### src/rtl/vending_machine.sv
// vending_machine: single-item coin controller (P1/P5 coins, item pulse, per-peso change train).
// Optional build macro COIN_EDGE_DETECT_EN: coins count only on a 0->1 transition of P1/P5.
`default_nettype none

// ============================================================================
// Module      : vending_machine
// Description : Accumulates 1- and 5-peso coins, vends one item when credit
//               reaches PRICE and returns any excess as 1-cycle change pulses.
//               Macro COIN_EDGE_DETECT_EN selects edge-qualified coin sampling.
// Revision    : 1.0 - initial release
// ============================================================================
module vending_machine #(
  parameter int PRICE = 3,
  parameter int CW    = 4
) (
  input  logic clk,
  input  logic R,
  input  logic P1,
  input  logic P5,
  output logic item,
  output logic change
);

  typedef enum logic [0:0] {
    IDLE     = 1'b0,
    DISPENSE = 1'b1
  } state_t;

  localparam logic [CW-1:0] PRICE_C = CW'(PRICE);

  state_t        state_q;
  logic [CW-1:0] credit_q;
  logic [CW-1:0] left_q;
  logic          item_q;
  logic          change_q;

  logic          coin1_d;
  logic          coin5_d;
  logic [2:0]    coin_v_d;
  logic [CW-1:0] total_d;
  logic [CW-1:0] excess_d;

`ifdef COIN_EDGE_DETECT_EN
  logic p1_prev_q;
  logic p5_prev_q;

  // Sample history keeps updating while dispensing so a coin held across
  // the return to IDLE is not counted a second time.
  always_ff @(posedge clk) begin
    if (R) begin
      p1_prev_q <= 1'b0;
      p5_prev_q <= 1'b0;
    end else begin
      p1_prev_q <= P1;
      p5_prev_q <= P5;
    end
  end

  assign coin1_d = P1 & ~p1_prev_q;
  assign coin5_d = P5 & ~p5_prev_q;
`else
  assign coin1_d = P1;
  assign coin5_d = P5;
`endif

  assign coin_v_d = (coin1_d ? 3'd1 : 3'd0) + (coin5_d ? 3'd5 : 3'd0);
  assign total_d  = credit_q + CW'(coin_v_d);
  assign excess_d = total_d - PRICE_C;

  always_ff @(posedge clk) begin
    if (R) begin
      state_q  <= IDLE;
      credit_q <= '0;
      left_q   <= '0;
      item_q   <= 1'b0;
      change_q <= 1'b0;
    end else begin
      item_q   <= 1'b0;
      change_q <= 1'b0;
      case (state_q)
        IDLE: begin
          if (coin_v_d != 3'd0) begin
            if (total_d < PRICE_C) begin
              credit_q <= total_d;
            end else begin
              item_q   <= 1'b1;
              credit_q <= '0;
              if (excess_d != '0) begin
                // First change pulse rides alongside the item pulse.
                change_q <= 1'b1;
                left_q   <= excess_d - CW'(1);
                state_q  <= (excess_d > CW'(1)) ? DISPENSE : IDLE;
              end
            end
          end
        end
        DISPENSE: begin
          change_q <= 1'b1;
          left_q   <= left_q - CW'(1);
          if (left_q == CW'(1)) begin
            state_q <= IDLE;
          end
        end
        default: state_q <= IDLE;
      endcase
    end
  end

  assign item   = item_q;
  assign change = change_q;

endmodule

`default_nettype wire

### config.mk
export PLATFORM = sky130hd
export DESIGN_NAME = vending_machine
export DESIGN_NICKNAME = d
export VERILOG_FILES = /design/src/rtl/vending_machine.sv
export SDC_FILE = /design/constraint.sdc
export NUM_CORES = 1
export LEC_CHECK = 0
export ABC_CLOCK_PERIOD_IN_PS = 4400
export BUFFER_PORTS_ARGS = -buffer_cell sky130_fd_sc_hd__buf_2
export CAP_MARGIN = 40
export CORE_ASPECT_RATIO = 1.4
export CORE_MARGIN = 1.5
export CORE_UTILIZATION = 42
export CTS_BUF_LIST = sky130_fd_sc_hd__clkbuf_4 sky130_fd_sc_hd__clkbuf_8
export CTS_CLUSTER_SIZE = 12
export DETAILED_ROUTE_END_ITERATION = 12
export PLACE_DENSITY = 0.63
export SYNTH_ARGS = -nofsm -noshare
export SYNTH_HDL_FRONTEND = slang
export SYNTH_SLANG_ARGS = --single-unit
### constraint.sdc
create_clock -name clk -period 4.4 [get_ports clk]
set_input_delay 1.1 -clock clk [delete_from_list [all_inputs] [get_ports clk]]
set_output_delay 1.1 -clock clk [all_outputs]
set_load 0.01 [all_outputs]
== Yosys cells after proc, flatten, opt, wreduce, memory -nomap -nowiden ==
Cells that the tools add are included.
Word-level totals
  bits in registers: 11
Cells by class
  $add $sub $neg: 5
  order comparisons: 2
  equal/unequal tests: 4
  muxes and demuxes: 18
  bitwise logic cells: 2
  reduce and logical (&&, ||, !) cells: 5
Operator list (number)
  $mux 4: 4
  $mux 1: 10
  $pmux 4 s2: 1
  $sub 4x1->4 const B: 2
  $ne 2x2->1 const B: 3
  $add 4x3->4: 1
  $eq 4x1->1 const B: 1
  $gt 4x1->1 const B: 1
  $lt 4x2->1 const B: 1
  $pmux 1 s2: 2
  $reduce_bool 4->1: 1
  $sub 4x2->4 const B: 1
  $add 1x3->3: 1
  $mux 3: 1
  $reduce_and 3->1: 1
  $reduce_bool 3->1: 1
  $reduce_or 3->1: 1
  $not 1->1: 2
  $reduce_and 2->1: 1

== Depth between registers and ports, before layout ==
  word-level depth: 10
  mapped depth: 12

== Worst setup path after synthesis ==
Ideal clock, no wire load.
  path kind: in2reg
  start point: in P1
  end point: reg left_q[2]
  arrival: 3.108 ns
  path slack: 1.170 ns
  stages on the path: 12
  buffers on the path: 0
  cells stage by stage: inv_1 > ha_1 > ha_1 > inv_1 > fa_1 > xnor2_2 > inv_2 > ha_1 > and2_2 > nor4_4 > nand3b_1 > a31oi_1
On the way
  longest elaborated chain between the ends: 9
  elaborated cells between the ends (all ways): 16
RTL lines
  start, declared: line 18  | input logic P1,
  $mux 1 *: line 66  | assign coin_v_d = (coin1_d ? 3'd1 : 3'd0) + (coin5_d ? 3'd5 : 3'd0);
  $add 1x3->3 *: line 66
  $add 4x3->4: line 67  | assign total_d = credit_q + CW'(coin_v_d);
  $sub 4x2->4: line 68  | assign excess_d = total_d - PRICE_C;
  $sub 4x1->4: line 91  | left_q <= excess_d - CW'(1);
  $mux 4: line 88  | if (excess_d != '0) begin
  $mux 4: line 83  | if (total_d < PRICE_C) begin
  $mux 4: line 82  | if (coin_v_d != 3'd0) begin
  $pmux 4 s2: line 80  | case (state_q)
  end signal, assigned: line 91
  end signal, assigned: line 99  | left_q <= left_q - CW'(1);
  end, declared: line 33  | logic [CW-1:0] left_q;
Every way passes the cells marked *; elsewhere a longest branch is shown, timed or not. The select of a mux whose other input is x is not followed.
A chain may end at the register's enable or synchronous reset.

== Worst setup path after layout ==
  start point: in P5
  end point: reg left_q[0]
On the way
  longest elaborated chain between the ends: 9
  elaborated cells between the ends (all ways): 16
RTL lines
  start, declared: line 19  | input logic P5,
  $mux 3 *: line 66
  $add 1x3->3 *: line 66
  $add 4x3->4: line 67
  $sub 4x2->4: line 68
  $sub 4x1->4: line 91
  $mux 4: line 88
  $mux 4: line 83
  $mux 4: line 82
  $pmux 4 s2: line 80
Marks and branches as above.

==> flow_summary.yaml <==
clock_network:
  worstSkewPairLatency_ps: 290
  cts_setup_buffers: 0
  cts_inserted_buffers: 3
  cts_tree: "done"
  hold_buffers: 0
  htreeDepth: 1
  path_clk_slew_ps: 80
  cts_resized: 0
  clock_path_buffers: 2
  clkSinkCount: 11
  cts-root-buf: "clkbuf_4"
placed_design:
  placed_area_um2: 817.0
  place.port_buffers: 5
  gp_congestion: 0.7849
  hpwl_um: 1151
job:
  drv_cap: 0
min_path:
  whs_endpoint: "credit_q[0]$_SDFFE_PP0P_"
  worstHoldStart: "credit_q[0]$_SDFFE_PP0P_"
  min_path_cells: 2
  hold_path_class: "reg -> reg"
global_route:
  grt_max_degree: 13
  grt_overflow: 0
  antenna_found_initial: 0
  first_global_vias: 612
  gr-usage-all-layers: 0.1849
  grt_pass1_wl_um: 2594
logic_synthesis:
  yosys.area.top_type: "dfxtp_1"
  yosysWarningCount: 0
  synth_top_area_frac: 0.2798
  postSynthNetCount: 106
  seq_area_frac_synth: 0.2798
  synth_cells: 92
  synthTopCellsByArea: "dfxtp_1 28%, ha_1 14%, nor2_1 5.2%"
  ys_seq_elements: 11
  postSynth.asyncResetShare: 0
  synth_edf_count: 0
  synth_ff_type: "dfxtp_1"
  avgSynthCellArea_um2: 8.554
  synth_cell_type_count: 33
  syn_area_um2: 787.0
sta:
  holdWs_ps: 510.6
  post-route-min-period_ps: 3303
  finalSetupViolCount: 0
  worstMarginPinSlew_ps: 381.0
  max_freq_mhz: 302.8
  period_share: 0.7507
  finClkSkew_ps: 13.61
  rsz0062_at_grt: "false"
  hold_viol_final: 0
  slew-limit-headroom: 0.7460
  drv_slew: 0
  setup_tns_ps: 0
setup_path:
  critPathLaunchType: "input pin"
  crit_type: "in -> reg"
  crit_path_max_fanout: 5
  arrival_ps: 3520
  r2r_cells: 10
  worstPathRequired_ps: 4620
  crit_path_frequent_cell: "ha_1"
  crit_chain: "buf_2, inv_1, ha_1, ha_1, inv_1, fa_1, xnor2_2, inv_2, ha_1, and2_2, nor4_4, a211oi_1, nor3_1"
  timing.rr.start: "credit_q[2]$_SDFFE_PP0P_"
  ff2ff_setup_slack_ps: 1840
  slowest_stage: "fa_1"
  slowest_delay_ps: 410
  r2r-end: "left_q[0]$_SDFFE_PP0P_"
  critPathCaptureType: "flip-flop"
die:
  io_pins: 6
  num_rows: 18
  core_area_mm2: 0.001757
  dieWidth_um: 39.59
  start_util: 0.4480
  die_height_um: 54.22
  dieArea_mm2: 0.002146
pwr:
  p_leak_uw: 0.0003448
  p_total_uw: 398.9
  p_per_area_mw_per_mm2: 470.9
  power_frac_seq: 0.365
  p_int_uw: 241.4
  p_comb_frac: 0.436
  p_clk_frac: 0.199
  sw_frac_of_total: 0.3948
  p_switching_uw: 157.5
  ir_worst_vdd_mv: 0.2033
run_status:
  status: "finished clean"
route:
  dr.pass1.iters: 4
  wl_per_cell_um: 12.44
  drt-vias-per-instance: 5.280
  ant_nets: 0
  drt_iter0_markers: 7
  vias: 623
  routed_wl_um: 1468
  drcViolationCount: 0
finish:
  num-nets-final: 113
  drive_gt1_frac: 0.1633
  layout_common_cells: "11 x nor2_1, 11 x dfxtp_1, 10 x inv_1, 9 x ha_1, 8 x a21oi_1"
  diodes: 0
  area.growth.synth_to_final_pct: 7.631
  fin_area_um2: 847.1
-- per-layer routing --
metal | GRT usage | share of wire | vias up
li1 | - | - | 326
met1 | 0.2005 | 0.46 | 285
met2 | 0.2978 | 0.48 | 7
met3 | 0.06098 | 0.028 | 5
met4 | 0.1207 | 0.030 | 0
met5 | 0 | 0 | -
-- through the flow --
stage	utilization	setup slack, ps	std cells
2_1_floorplan	-	1170	92
3_3_place_gp	0.4651	835.4	114
3_5_place_dp	0.4651	791.9	114
4_1_cts	0.4822	1071	118
5_1_grt	0.4822	932.7	118
6_report	0.4822	1097	118
-- worst max-delay path by stage --
stage          start                     end  depth (start not counted)  slack (ps)
5_1_grt           P5  left_q[0]$_SDFFE_PP0P_                         13         930
2_1_floorplan     P1  left_q[2]$_SDFFE_PP0P_                         12        1170
3_3_place_gp      P5  left_q[0]$_SDFFE_PP0P_                         13         840
3_5_place_dp      P5  left_q[0]$_SDFFE_PP0P_                         13         790
4_1_cts           P5  left_q[0]$_SDFFE_PP0P_                         13        1070
6_report          P5  left_q[0]$_SDFFE_PP0P_                         13        1100
-- power by group through the flow --
stage	clock network (uW)	registers (uW)	logic [uW]
global placement	0	148	173
CTS	81.6	146	176
floorplan	0	141	151
finish	79.4	146	174
detailed placement	0	148	174
global route	89.1	150	201
-- registers in the layout, indices dropped and copies added (netlist names) --
signal	cells
credit_q	4
left_q	4
change	1
item	1
state_q	1
-- kinds of logic after synthesis --
kind of cell	synth area share
AO/OA/AOI/OAI	0.1526
XOR/XNOR	0.05407
adder cells (fa/ha/maj)	0.1685
flip-flops	0.2798
buffers and inverters	0.07789
AND/OR/NAND/NOR	0.2671
-- synthesized netlist by cell type, types with 2 or more instances --
cell type / number
nand3_1: 3
nor3b_1: 2
ha_1: 9
nand3b_1: 3
nor2_1: 11
a21oi_1: 8
inv_1: 10
nor3_1: 6
dfxtp_1: 11
nand2_1: 4
xor2_1: 2
a211oi_1: 2
-- cell type report --
class	instances	area, um2
Inverter	11	41.29
Timing Repair Buffer	5	25.02
Fill cell	192	909.6
Multi-Input combinational cell	67	505.5
Clock buffer	4	30.03
Tap cell	20	25.02
Sequential cell	11	220.2
-- worst max-delay path, delay by kind of cell --
kind	cells	cell delay, ps
buf+inv	4	320
compound gates	1	120
simple gates	3	610
fa+ha+maj	4	1100
xor+xnor	1	280
(Power assumes the default switching activity.)
